$ cat config.mk
export PLATFORM = sky130hd
export DESIGN_NAME = alu_add_and_cmp
export DESIGN_NICKNAME = d
export VERILOG_FILES = /design/src/rtl/alu_add_and_cmp_pkg.sv /design/src/rtl/alu_add_and_cmp_cond.sv /design/src/rtl/alu_add_and_cmp.sv
export SDC_FILE = /design/constraint.sdc
export NUM_CORES = 1
export LEC_CHECK = 0
export CAP_MARGIN = 20
export CELL_PAD_IN_SITES_DETAIL_PLACEMENT = 2
export CELL_PAD_IN_SITES_GLOBAL_PLACEMENT = 2
export CORE_ASPECT_RATIO = 1.4
export CORE_MARGIN = 2
export CORE_UTILIZATION = 31
export CTS_BUF_LIST = sky130_fd_sc_hd__clkbuf_8
export CTS_CLUSTER_SIZE = 14
export DETAILED_ROUTE_END_ITERATION = 10
export PLACE_DENSITY_LB_ADDON = 0.1
export SETUP_SLACK_MARGIN = 0.3
export SLEW_MARGIN = 20
export SYNTH_ARGS = -nofsm -noshare
export SYNTH_HDL_FRONTEND = slang
export SYNTH_SLANG_ARGS = --single-unit
$ cat constraint.sdc
create_clock -name clk -period 5.35 [get_ports clk]
set_input_delay 1.605 -clock clk [delete_from_list [all_inputs] [get_ports clk]]
set_output_delay 1.605 -clock clk [all_outputs]
set_load 0.02 [all_outputs]
$ cat src/rtl/alu_add_and_cmp_pkg.sv
// Shared encodings for the add/and/compare ALU: opcodes, condition codes
// and bit positions inside the {N,Z,C,V} flag register.
package alu_add_and_cmp_pkg;

  typedef enum logic [1:0] {
    OP_ADD  = 2'b00,
    OP_AND  = 2'b01,
    OP_CMP  = 2'b10,
    OP_RSVD = 2'b11
  } op_e;

  typedef enum logic [3:0] {
    CC_AL = 4'h0,  // always
    CC_EQ = 4'h1,  // Z
    CC_GT = 4'h2,  // !Z & (N == V)
    CC_LT = 4'h3,  // N != V
    CC_GE = 4'h4,  // N == V
    CC_LE = 4'h5,  // Z | (N != V)
    CC_HI = 4'h6,  // C & !Z
    CC_LO = 4'h7,  // !C
    CC_HS = 4'h8   // C
  } cond_e;

  localparam int FLAG_N = 3;
  localparam int FLAG_Z = 2;
  localparam int FLAG_C = 1;
  localparam int FLAG_V = 0;

endpackage

$ cat src/rtl/alu_add_and_cmp_cond.sv
// Condition-code evaluation: decides from the current flag register whether
// a request executes. Codes above CC_HS never execute.
module alu_cond_eval
  import alu_add_and_cmp_pkg::*;
(
  input  logic [3:0] flags,
  input  logic [3:0] cond,
  output logic       exec
);

  logic n, z, c, v;

  always_comb begin
    n    = flags[FLAG_N];
    z    = flags[FLAG_Z];
    c    = flags[FLAG_C];
    v    = flags[FLAG_V];
    exec = 1'b0;
    case (cond)
      CC_AL:   exec = 1'b1;
      CC_EQ:   exec = z;
      CC_GT:   exec = !z && (n == v);
      CC_LT:   exec = (n != v);
      CC_GE:   exec = (n == v);
      CC_LE:   exec = z || (n != v);
      CC_HI:   exec = c && !z;
      CC_LO:   exec = !c;
      CC_HS:   exec = c;
      default: exec = 1'b0;
    endcase
  end

endmodule

$ cat src/rtl/alu_add_and_cmp.sv
// Single-cycle conditional ADD / AND / CMP unit with a registered result and
// {N,Z,C,V} flag register; every accepted request retires one cycle later.
module alu_add_and_cmp
  import alu_add_and_cmp_pkg::*;
#(
  parameter int WIDTH = 32
) (
  input  logic             clk,
  input  logic             reset,
  input  logic             in_valid,
  input  logic [1:0]       op,
  input  logic [3:0]       cond,
  input  logic             s,
  input  logic [WIDTH-1:0] a,
  input  logic [WIDTH-1:0] b,
  output logic [WIDTH-1:0] result,
  output logic             wr_en,
  output logic             out_valid,
  output logic [3:0]       flags
);

  logic             exec;
  logic [WIDTH:0]   sum;
  logic [WIDTH:0]   diff;
  logic [WIDTH-1:0] and_r;
  logic             add_ovf;
  logic             sub_ovf;

  logic [WIDTH-1:0] result_nxt;
  logic [3:0]       flags_nxt;
  logic             wr_en_nxt;

  alu_cond_eval u_cond (
    .flags (flags),
    .cond  (cond),
    .exec  (exec)
  );

  // The extra top bit of diff is the borrow; C for compare is its inverse.
  assign sum     = {1'b0, a} + {1'b0, b};
  assign diff    = {1'b0, a} - {1'b0, b};
  assign and_r   = a & b;
  assign add_ovf = (a[WIDTH-1] == b[WIDTH-1]) && (sum[WIDTH-1] != a[WIDTH-1]);
  assign sub_ovf = (a[WIDTH-1] != b[WIDTH-1]) && (diff[WIDTH-1] != a[WIDTH-1]);

  always_comb begin
    result_nxt = result;
    flags_nxt  = flags;
    wr_en_nxt  = 1'b0;
    if (in_valid && exec) begin
      case (op)
        OP_ADD: begin
          result_nxt = sum[WIDTH-1:0];
          wr_en_nxt  = 1'b1;
          if (s) begin
            flags_nxt[FLAG_N] = sum[WIDTH-1];
            flags_nxt[FLAG_Z] = (sum[WIDTH-1:0] == '0);
            flags_nxt[FLAG_C] = sum[WIDTH];
            flags_nxt[FLAG_V] = add_ovf;
          end
        end
        OP_AND: begin
          result_nxt = and_r;
          wr_en_nxt  = 1'b1;
          if (s) begin
            flags_nxt[FLAG_N] = and_r[WIDTH-1];
            flags_nxt[FLAG_Z] = (and_r == '0);
          end
        end
        OP_CMP: begin
          flags_nxt[FLAG_N] = diff[WIDTH-1];
          flags_nxt[FLAG_Z] = (diff[WIDTH-1:0] == '0);
          flags_nxt[FLAG_C] = !diff[WIDTH];
          flags_nxt[FLAG_V] = sub_ovf;
        end
        default: ;
      endcase
    end
  end

  always_ff @(posedge clk) begin
    if (reset) begin
      result    <= '0;
      flags     <= 4'b0000;
      wr_en     <= 1'b0;
      out_valid <= 1'b0;
    end else begin
      result    <= result_nxt;
      flags     <= flags_nxt;
      wr_en     <= wr_en_nxt;
      out_valid <= in_valid;
    end
  end

endmodule

=== After elaboration in Yosys (flattened, before gate mapping) ===
Index checks and enable logic that the tools add are counted.

* Bits of input ports: 74
* Output and inout bits: 38
* Word-level logic and storage cells: 56
* Register bits after elaboration: 38

* Reductions and logical operators: 22
* Eq/ne operators: 18
* Bitwise logic cells: 2
* Multiplexer cells: 7
* Add/subtract/negate cells: 2

{| class="wikitable"
|+ Operators with widths
! operator !! count
|-
| $logic_not A32 Y1 || 3
|-
| $pmux W32 S2 || 1
|-
| $add A32 B32 Y33 || 1
|-
| $sub A32 B32 Y33 || 1
|-
| $and A32 B32 Y32 || 1
|-
| $eq A4 B3 Y1 const B || 4
|-
| $pmux W1 S9 || 1
|-
| $eq A4 B2 Y1 const B || 2
|-
| $pmux W2 S3 || 1
|-
| $logic_and A1 B1 Y1 || 5
|-
| $eq A4 B1 Y1 const B || 1
|-
| $eq A4 B4 Y1 const B || 1
|-
| $logic_not A4 Y1 || 1
|-
| $mux W4 || 1
|-
| $ne A1 B1 Y1 || 4
|-
| $ne A2 B2 Y1 const B || 2
|-
| $pmux W2 S2 || 1
|-
| $reduce_and A4 Y1 || 1
|-
| $reduce_bool A2 Y1 || 2
|-
| $reduce_or A2 Y1 || 2
|-
| $logic_not A1 Y1 || 3
|-
| $reduce_and A3 Y1 || 1
|-
| $reduce_bool A3 Y1 || 1
|-
| $eq A1 B1 Y1 || 2
|-
| other kinds (8) || 8
|}

=== Longest topological paths before layout ===
Gate-level depths: netlist of the first run.

* Depth in word-level cells: 6
* Gate-level depth with buffers: 15
* Mapped depth without buffers: 14

=== Hierarchy ===
A second synthesis of the first run with hierarchy kept.

* Cell total of the unflattened synthesis: 899
* Area, all modules: 6109.6 um^2

{| class="wikitable"
|+ By module, submodules not included
! module !! cells each !! instances !! sequential area each (um^2) !! area an instance (um^2)
|-
| alu_add_and_cmp || 884 || 1 || 760.7 || 6018.3
|-
| alu_cond_eval || 15 || 1 || 0.0 || 91.3
|}

=== Worst setup path after synthesis of the first run ===
Ideal clock, no wire load.

* Kind: input to register
* Start point: input b[24]
* End point: register flags[2]
* Stages: 14
* Required time: 5.291 ns
* Arrival time: 4.146 ns
* Path slack: 1.146 ns
* Library setup time: 0.059 ns
* Path buffers: 1
* Path through: inv_1 > ha_1 > clkbuf_1 > inv_1 > o31ai_1 > mux2i_1 > nand4_1 > nor3_1 > nand4_1 > a2111oi_2 > o211ai_1 > nor4_2 > a31oi_1 > nand2_1

* Cells in the longest elaborated chain, start to end: 4
* Elaborated cells on any way between the ends: 9
* Classes of those cells: add/sub: 2; mux: 3; bitwise: 1; reduce/logical: 3

{| class="wikitable"
|+ RTL lines
! what !! RTL line !! text
|-
| start, declared || alu_add_and_cmp.sv:15 || <nowiki>input logic [WIDTH-1:0] b,</nowiki>
|-
| $add A32 B32 Y33 or $and A32 B32 Y32 (tied branches) || alu_add_and_cmp.sv:40, alu_add_and_cmp.sv:42 ||
|-
| $logic_not A32 Y1, on equally long branches || alu_add_and_cmp.sv:57, alu_add_and_cmp.sv:67 ||
|-
| $mux W4 or $mux W2 (tied branches) || alu_add_and_cmp.sv:55, alu_add_and_cmp.sv:65 ||
|-
| $pmux W2 S3 (*) || alu_add_and_cmp.sv:51 || <nowiki>case (op)</nowiki>
|-
| end signal, assigned || alu_add_and_cmp.sv:89 || <nowiki>flags <= flags_nxt;</nowiki>
|-
| end, declared || alu_add_and_cmp.sv:19 || <nowiki>output logic [3:0] flags</nowiki>
|}

Every way passes the cells marked *; elsewhere a longest branch is shown, timed or not. The select of a mux whose other input is x is not followed.
A chain may end at the register's enable or synchronous reset.

=== Worst setup path in the final report of the first run ===
* Start point: input b[5]
* End point: register flags[2]

The elaborated chain is that of the path after synthesis.

==> impl_metrics.ini, run 1 <==
[synthesis]
ys_types = 84
synth_compound_area_share_pct = 30.84
synthAdderAreaFrac_pct = 13.58
synth-edff-count = 0
synth-async-reset-ratio_pct = 0
synthXorXnorAreaFrac_pct = 4.875
synth_flop_cell = dfxtp_1
syn_area_mm2 = 0.006467
synth-seq-cells = 38
synth_top_family_by_area = compound AO/OA/AOI/OAI gates
avgSynthCellArea_um2 = 6.858
syn_nets = 1086
synth.yosys.seq_area_share_pct = 11.76
synth_simple_gate_area_share_pct = 28.46
postSynthCellCount = 943
yosys_warnings = 0
synth.area.mux_share_pct = 1.896

[critical_path]
cpPeakStageDelay_ns = 0.50
cp_slowest_cell = clkdlybuf4s50_1
cp_cell_sequence = clkdlybuf4s50_1, inv_1, ha_2, buf_4, nor2_1, a211oi_2, a211oi_4, a21oi_4, o2111ai_1, a31oi_2, xor2_2, and4b_1, and4b_1, a31oi_1, nand2_1
worstPathArrival_ns = 5.07
crit_path_end_kind = flip-flop
cp_top_family = compound AO/OA/AOI/OAI gates
cp.buffers_inverters = 3
critPathMaxFanout = 8
crit_top_cell = and4b_1
critical_path_required_ns = 5.54
startpoint_type = input pin
critical_path_class = input pin to flip-flop

[sta]
period_share_pct = 91.22
finalCriticalPeriod_ns = 4.880
finalHoldViolations = 0
fin_tns_setup_ns = 0
tightest_slew_ns = 0.7535
rsz0062_at_grt = false
max_clock_freq_mhz = 204.9
slew_viol_final = 0
finClkSkew_ns = 0.01425
holdWs_ns = 0.4573
relSlewSlack_pct = 49.77
setup_viol = 0

[layout]
fin_nets = 1222
insertedDiodeCount = 0
final_cell_mix = clkdlybuf4s50_1 (111), nand2_1 (109), a21oi_1 (96)
multi_input_area_mm2 = 0.005239
fin_area_mm2 = 0.008391
final_common_cell = clkdlybuf4s50_1
seqCellArea_um2 = 760.7
fillers = 2488
area_delta_synth_final_pct = 29.73
drive_above_1_share_pct = 13.33
final_cells = 1336

[global_route]
globalRoute.totalOverflow = 0
grt_max_degree = 64
grtUsageTotal_pct = 25.26
grt_pass1_wl_um = 44830
grt_pass1_vias = 7916
antenna_found_initial = 0

[power_and_ir_drop]
ir_drop_mv = 0.1324
p_int_uw = 802.4
finalPower_uw = 1461
leakage_uw = 0.003334
clockPowerShare_pct = 17.2
p_per_area_mw_per_mm2 = 174.2
switchingPower_uw = 659.0
p_comb_share_pct = 62.3
p_seq_share_pct = 20.5
switching_share_pct = 45.10

[clock_network]
cts_tree = done
ctsLongestPathBuffers = 2
clock_latency_ns = 0.30
cts_buffers = 5
holdBufCountCts = 0
cts.clk_slew.worst_paths_ns = 0.09
numClockSinks = 38
ctsRootBufferMaster = clkbuf_8
htree_levels = 2

[run_status]
status = finished clean

[job]
maxCapViolations = 0

[floorplanning]
die_x_um = 126.1
rows = 62
die_h_um = 174.9
initial_core_util_pct = 31.58
core_mm2 = 0.02048
ios = 112
dieArea_mm2 = 0.02205

[placed_design]
dp_cells = 1326
numPortBuffers = 111
gp_congestion = 0.9094
placed_cell_area_mm2 = 0.008177
dp_hpwl_um = 23870

[route]
top_layer = met4
dr.pass1.iters = 5
drt-total-wl_um = 28260
drtIter0Drc = 331
wl_met1_um = 12270
dr_total_vias = 7547
route.met2.wl_um = 14640
detail_route.wl_per_cell_um = 21.15
drc = 0
wl_met3_um = 544
postRouteAntennaNets = 0
via_per_inst = 5.649

[worst_hold_path]
hold_path_class = flip-flop to flip-flop
## through the flow
stage               utilization (%)  setup WS [ns]
floorplan                         -          1.146
global placement              39.93      -0.002339
detailed placement            39.93       -0.02279
CTS                           40.49         0.3455
global route                  40.97         0.2979
finish                        40.97         0.4697
## sequential cells by signal (all words and copies together), names as in the netlist
| signal | flops |
|---|---|
| result | 32 |
| flags | 4 |
| out_valid | 1 |
| wr_en | 1 |
## cells in the mapped netlist (4+ instances only)
cell type  instances  share of area (%)
a211oi_1          13                1.5
a211oi_2           5               0.97
a21o_1             9                1.0
a21oi_1           98                7.6
a311oi_1           4               0.54
a31oi_1           12                1.2
and3_1             6               0.58
buf_1              5               0.29
buf_2             12               0.93
buf_4              7               0.81
buf_6              5               0.87
clkbuf_1          30                1.7
dfxtp_1           38                 12
ha_1              67                 13
inv_1             65                3.8
mux2i_1           10                1.5
nand2_1          109                6.3
nand2b_1          22                2.1
nand3_1           13                1.0
nand4_1           19                1.8
nor2_1            90                5.2
nor2b_1           13                1.3
nor3_1            28                2.2
nor4_1            18                1.7
nor4_2             4               0.77
o211ai_1          15                1.7
o21a_1             8               0.93
o21ai_0           55                4.3
o21ai_1            5               0.39
o21bai_1          13                1.5
o22ai_1            4               0.39
o31ai_1            9                1.0
or2_2              4               0.39
or3_1              7               0.68
xnor2_1           23                3.1
xor2_1            13                1.8
## layout make-up
| type | instances | share of cell area (%) |
|---|---|---|
| inverter | 68 | 3.042 |
| timing repair buffer | 188 | 20.28 |
| clock inverter | 3 | 0.5368 |
| tap | 256 | 3.817 |
| sequential | 38 | 9.067 |
| multi-input combinational | 778 | 62.44 |
| clock buffer | 5 | 0.8202 |
## timing repair
item                       CTS  global route
resized for setup            1            17
hold endpoints to repair     0             0
buffers inserted             0             2
pin swaps                    0             4
setup endpoints to repair    1             2
## worst paths after layout
check	from	to	cells past startpoint	slack [ns]
worst min register to register	result[24]$_SDFFE_PP0P_	result[24]$_SDFFE_PP0P_	2	0.46
worst min-delay path	result[24]$_SDFFE_PP0P_	result[24]$_SDFFE_PP0P_	2	0.46
worst max register to register	flags[3]$_SDFFE_PP0P_	flags[2]$_SDFFE_PP0P_	11	2.47
worst max-delay path	b[5]	flags[2]$_SDFFE_PP0P_	15	0.47
## power by group through the flow
stage	Combinational (µW)	Clock [µW]	Sequential, µW
2_1_floorplan	522	0	318
3_5_place_dp	885	0	306
6_report	910	251	300
5_1_grt	993	262	301
4_1_cts	890	255	300
3_3_place_gp	869	0	306
## cell families after synthesis
kind of cell,Yosys count
multiplexers,12
buffers and inverters,127
XOR/XNOR,36
adder cells (fa/ha/maj),69
AO/OA/AOI/OAI,297
flip-flops,38
AND/OR/NAND/NOR,364
## worst register-to-register path: stages (launching register included)
cell       delay (ns)
dfxtp_1          0.34
xor2_1           0.18
a21oi_1          0.16
a221o_1          0.20
nand4_1          0.33
nor2_1           0.27
o31ai_1          0.14
a2111oi_2        0.29
o211ai_1         0.32
nor4_4           0.40
a31oi_1          0.12
nand2_1          0.08
## routing by layer
| metal | vias to the layer above | GRT usage (%) |
|---|---|---|
| met5 | - | 0 |
| met4 | 0 | 7.463 |
| met3 | 29 | 1.164 |
| met2 | 121 | 46.42 |
| met1 | 3740 | 31.66 |
| li1 | 3657 | - |
(Power assumes the default switching activity.)
==> inputs of run 2 (changes only) <==
--- a/config.mk
+++ b/config.mk
@@ -15,7 +15,7 @@
 export CTS_CLUSTER_SIZE = 14
 export DETAILED_ROUTE_END_ITERATION = 10
 export PLACE_DENSITY_LB_ADDON = 0.1
-export SETUP_SLACK_MARGIN = 0.3
+export SETUP_SLACK_MARGIN = 0.1
 export SLEW_MARGIN = 20
 export SYNTH_ARGS = -nofsm -noshare
 export SYNTH_HDL_FRONTEND = slang
==> impl_metrics.ini, run 2 (same netlist as run 1, synthesis figures left out) <==
[run_status]
status = finished clean

[route]
drtIter0Drc = 396
dr_total_vias = 7594
drt-total-wl_um = 28040
route.met2.wl_um = 14500
wl_met3_um = 661
wl_met1_um = 12050
via_per_inst = 5.693
top_layer = met4
postRouteAntennaNets = 0
dr.pass1.iters = 5
detail_route.wl_per_cell_um = 21.02
drc = 0

[power_and_ir_drop]
leakage_uw = 0.003314
ir_drop_mv = 0.1327
finalPower_uw = 1443
p_per_area_mw_per_mm2 = 173.9

[layout]
insertedDiodeCount = 0
final_common_cell = clkdlybuf4s50_1
area_delta_synth_final_pct = 28.25
largest_reg_flops = 32
final_cell_mix = clkdlybuf4s50_1 (111), nand2_1 (109), a21oi_1 (97)
fin_nets = 1220
drive_above_1_share_pct = 12.06
reg_top3 = result x32, flags x4
regMostFlops = result

[floorplanning]
initial_core_util_pct = 31.58
die_h_um = 174.9
rows = 62
dieArea_mm2 = 0.02205
ios = 112
die_x_um = 126.1
core_mm2 = 0.02048

[sta]
relSlewSlack_pct = 49.53
finalCriticalPeriod_ns = 5.035
setup_viol = 0
finalHoldViolations = 0
slew_viol_final = 0
rsz0062_at_grt = false
fin_tns_setup_ns = 0
finClkSkew_ns = 0.01412
tightest_slew_ns = 0.7571
max_clock_freq_mhz = 198.6
period_share_pct = 94.10

[placed_design]
dp_hpwl_um = 23870
gp_congestion = 0.9094
numPortBuffers = 111

[clock_network]
ctsLongestPathBuffers = 2
cts_tree = done
cts.clk_slew.worst_paths_ns = 0.09
ctsRootBufferMaster = clkbuf_8
numClockSinks = 38
holdBufCountCts = 0
cts_buffers = 5
htree_levels = 2
clock_latency_ns = 0.30

[global_route]
grt_max_degree = 64
antenna_found_initial = 0
globalRoute.totalOverflow = 0
grt_pass1_vias = 7916
grtUsageTotal_pct = 25.26
grt_pass1_wl_um = 44830

[critical_path]
critical_path_class = input pin to flip-flop
crit_path_end_kind = flip-flop
startpoint_type = input pin
critical_path_required_ns = 5.54
worstPathArrival_ns = 5.22
critPathMaxFanout = 8

[worst_hold_path]
hold_path_class = flip-flop to flip-flop

[job]
maxCapViolations = 0
-- run 2: cell types whose count changed in the layout (fill, tap and decap cells not counted), sizes merged --
cell	before	now
buf	77	75
-- run 2: critical path, stage by stage --
cell and delay (ns):
clkdlybuf4s50_1 0.50, inv_1 0.05, ha_1 0.43, buf_4 0.20
nor2_1 0.06, a211oi_1 0.38, a211oi_2 0.15, a21oi_4 0.29
o2111ai_1 0.21, a31oi_1 0.36, xor2_1 0.32, and4b_1 0.24
and4b_1 0.20, a31oi_1 0.14, nand2_1 0.07
-- run 2: cell type report --
cell class,count,area (µm²)
Clock buffer,5,68.82
Clock inverter,3,45.04
Tap cell,256,320.3
Timing Repair Buffer,186,1687
Multi-Input combinational cell,778,5157
Fill cell,2497,12190
Inverter,68,255.2
Sequential cell,38,760.7
-- run 2: final timing paths --
path	start	to	slack (ns)	cells past startpoint
min	result[24]$_SDFFE_PP0P_	result[24]$_SDFFE_PP0P_	0.46	2
max	b[5]	flags[2]$_SDFFE_PP0P_	0.32	15
max reg2reg	flags[3]$_SDFFE_PP0P_	flags[2]$_SDFFE_PP0P_	2.46	11
min reg2reg	result[24]$_SDFFE_PP0P_	result[24]$_SDFFE_PP0P_	0.46	2
-- run 2: routing by layer --
layer,track usage (%),vias up
li1,-,3661
met1,31.66,3752
met2,46.42,150
met3,1.164,31
met4,7.463,0
met5,0,-
-- run 2: timing repair --
item | in CTS | in global routing
setup endpoints to repair | 0 | 1
buffers inserted | 0 | 0
resized for setup | 0 | 1
-- run 2: metrics by stage --
step | cells | utilization (%) | hold WS, ns | worst slack (ns) | area, µm²
5_1_grt | 1334 | 40.50 | 0.4921 | 0.1027 | 8294
4_1_cts | 1334 | 40.48 | 0.4639 | 0.2650 | 8290
3_3_place_gp | 1326 | 39.93 | 0.4395 | -0.002339 | 8177
3_5_place_dp | 1326 | 39.93 | 0.4515 | -0.02279 | 8177
6_report | 1334 | 40.50 | 0.4573 | 0.3154 | 8294
2_1_floorplan | 943 | - | 0.5302 | 1.146 | 6467
-- run 2: power by group --
group | total [µW] | switching [µW] | internal [µW]
combinational | 890 | 528 | 362
sequential | 300 | 6.42 | 293
clock | 253 | 114 | 139
total | 1440 | 648 | 794
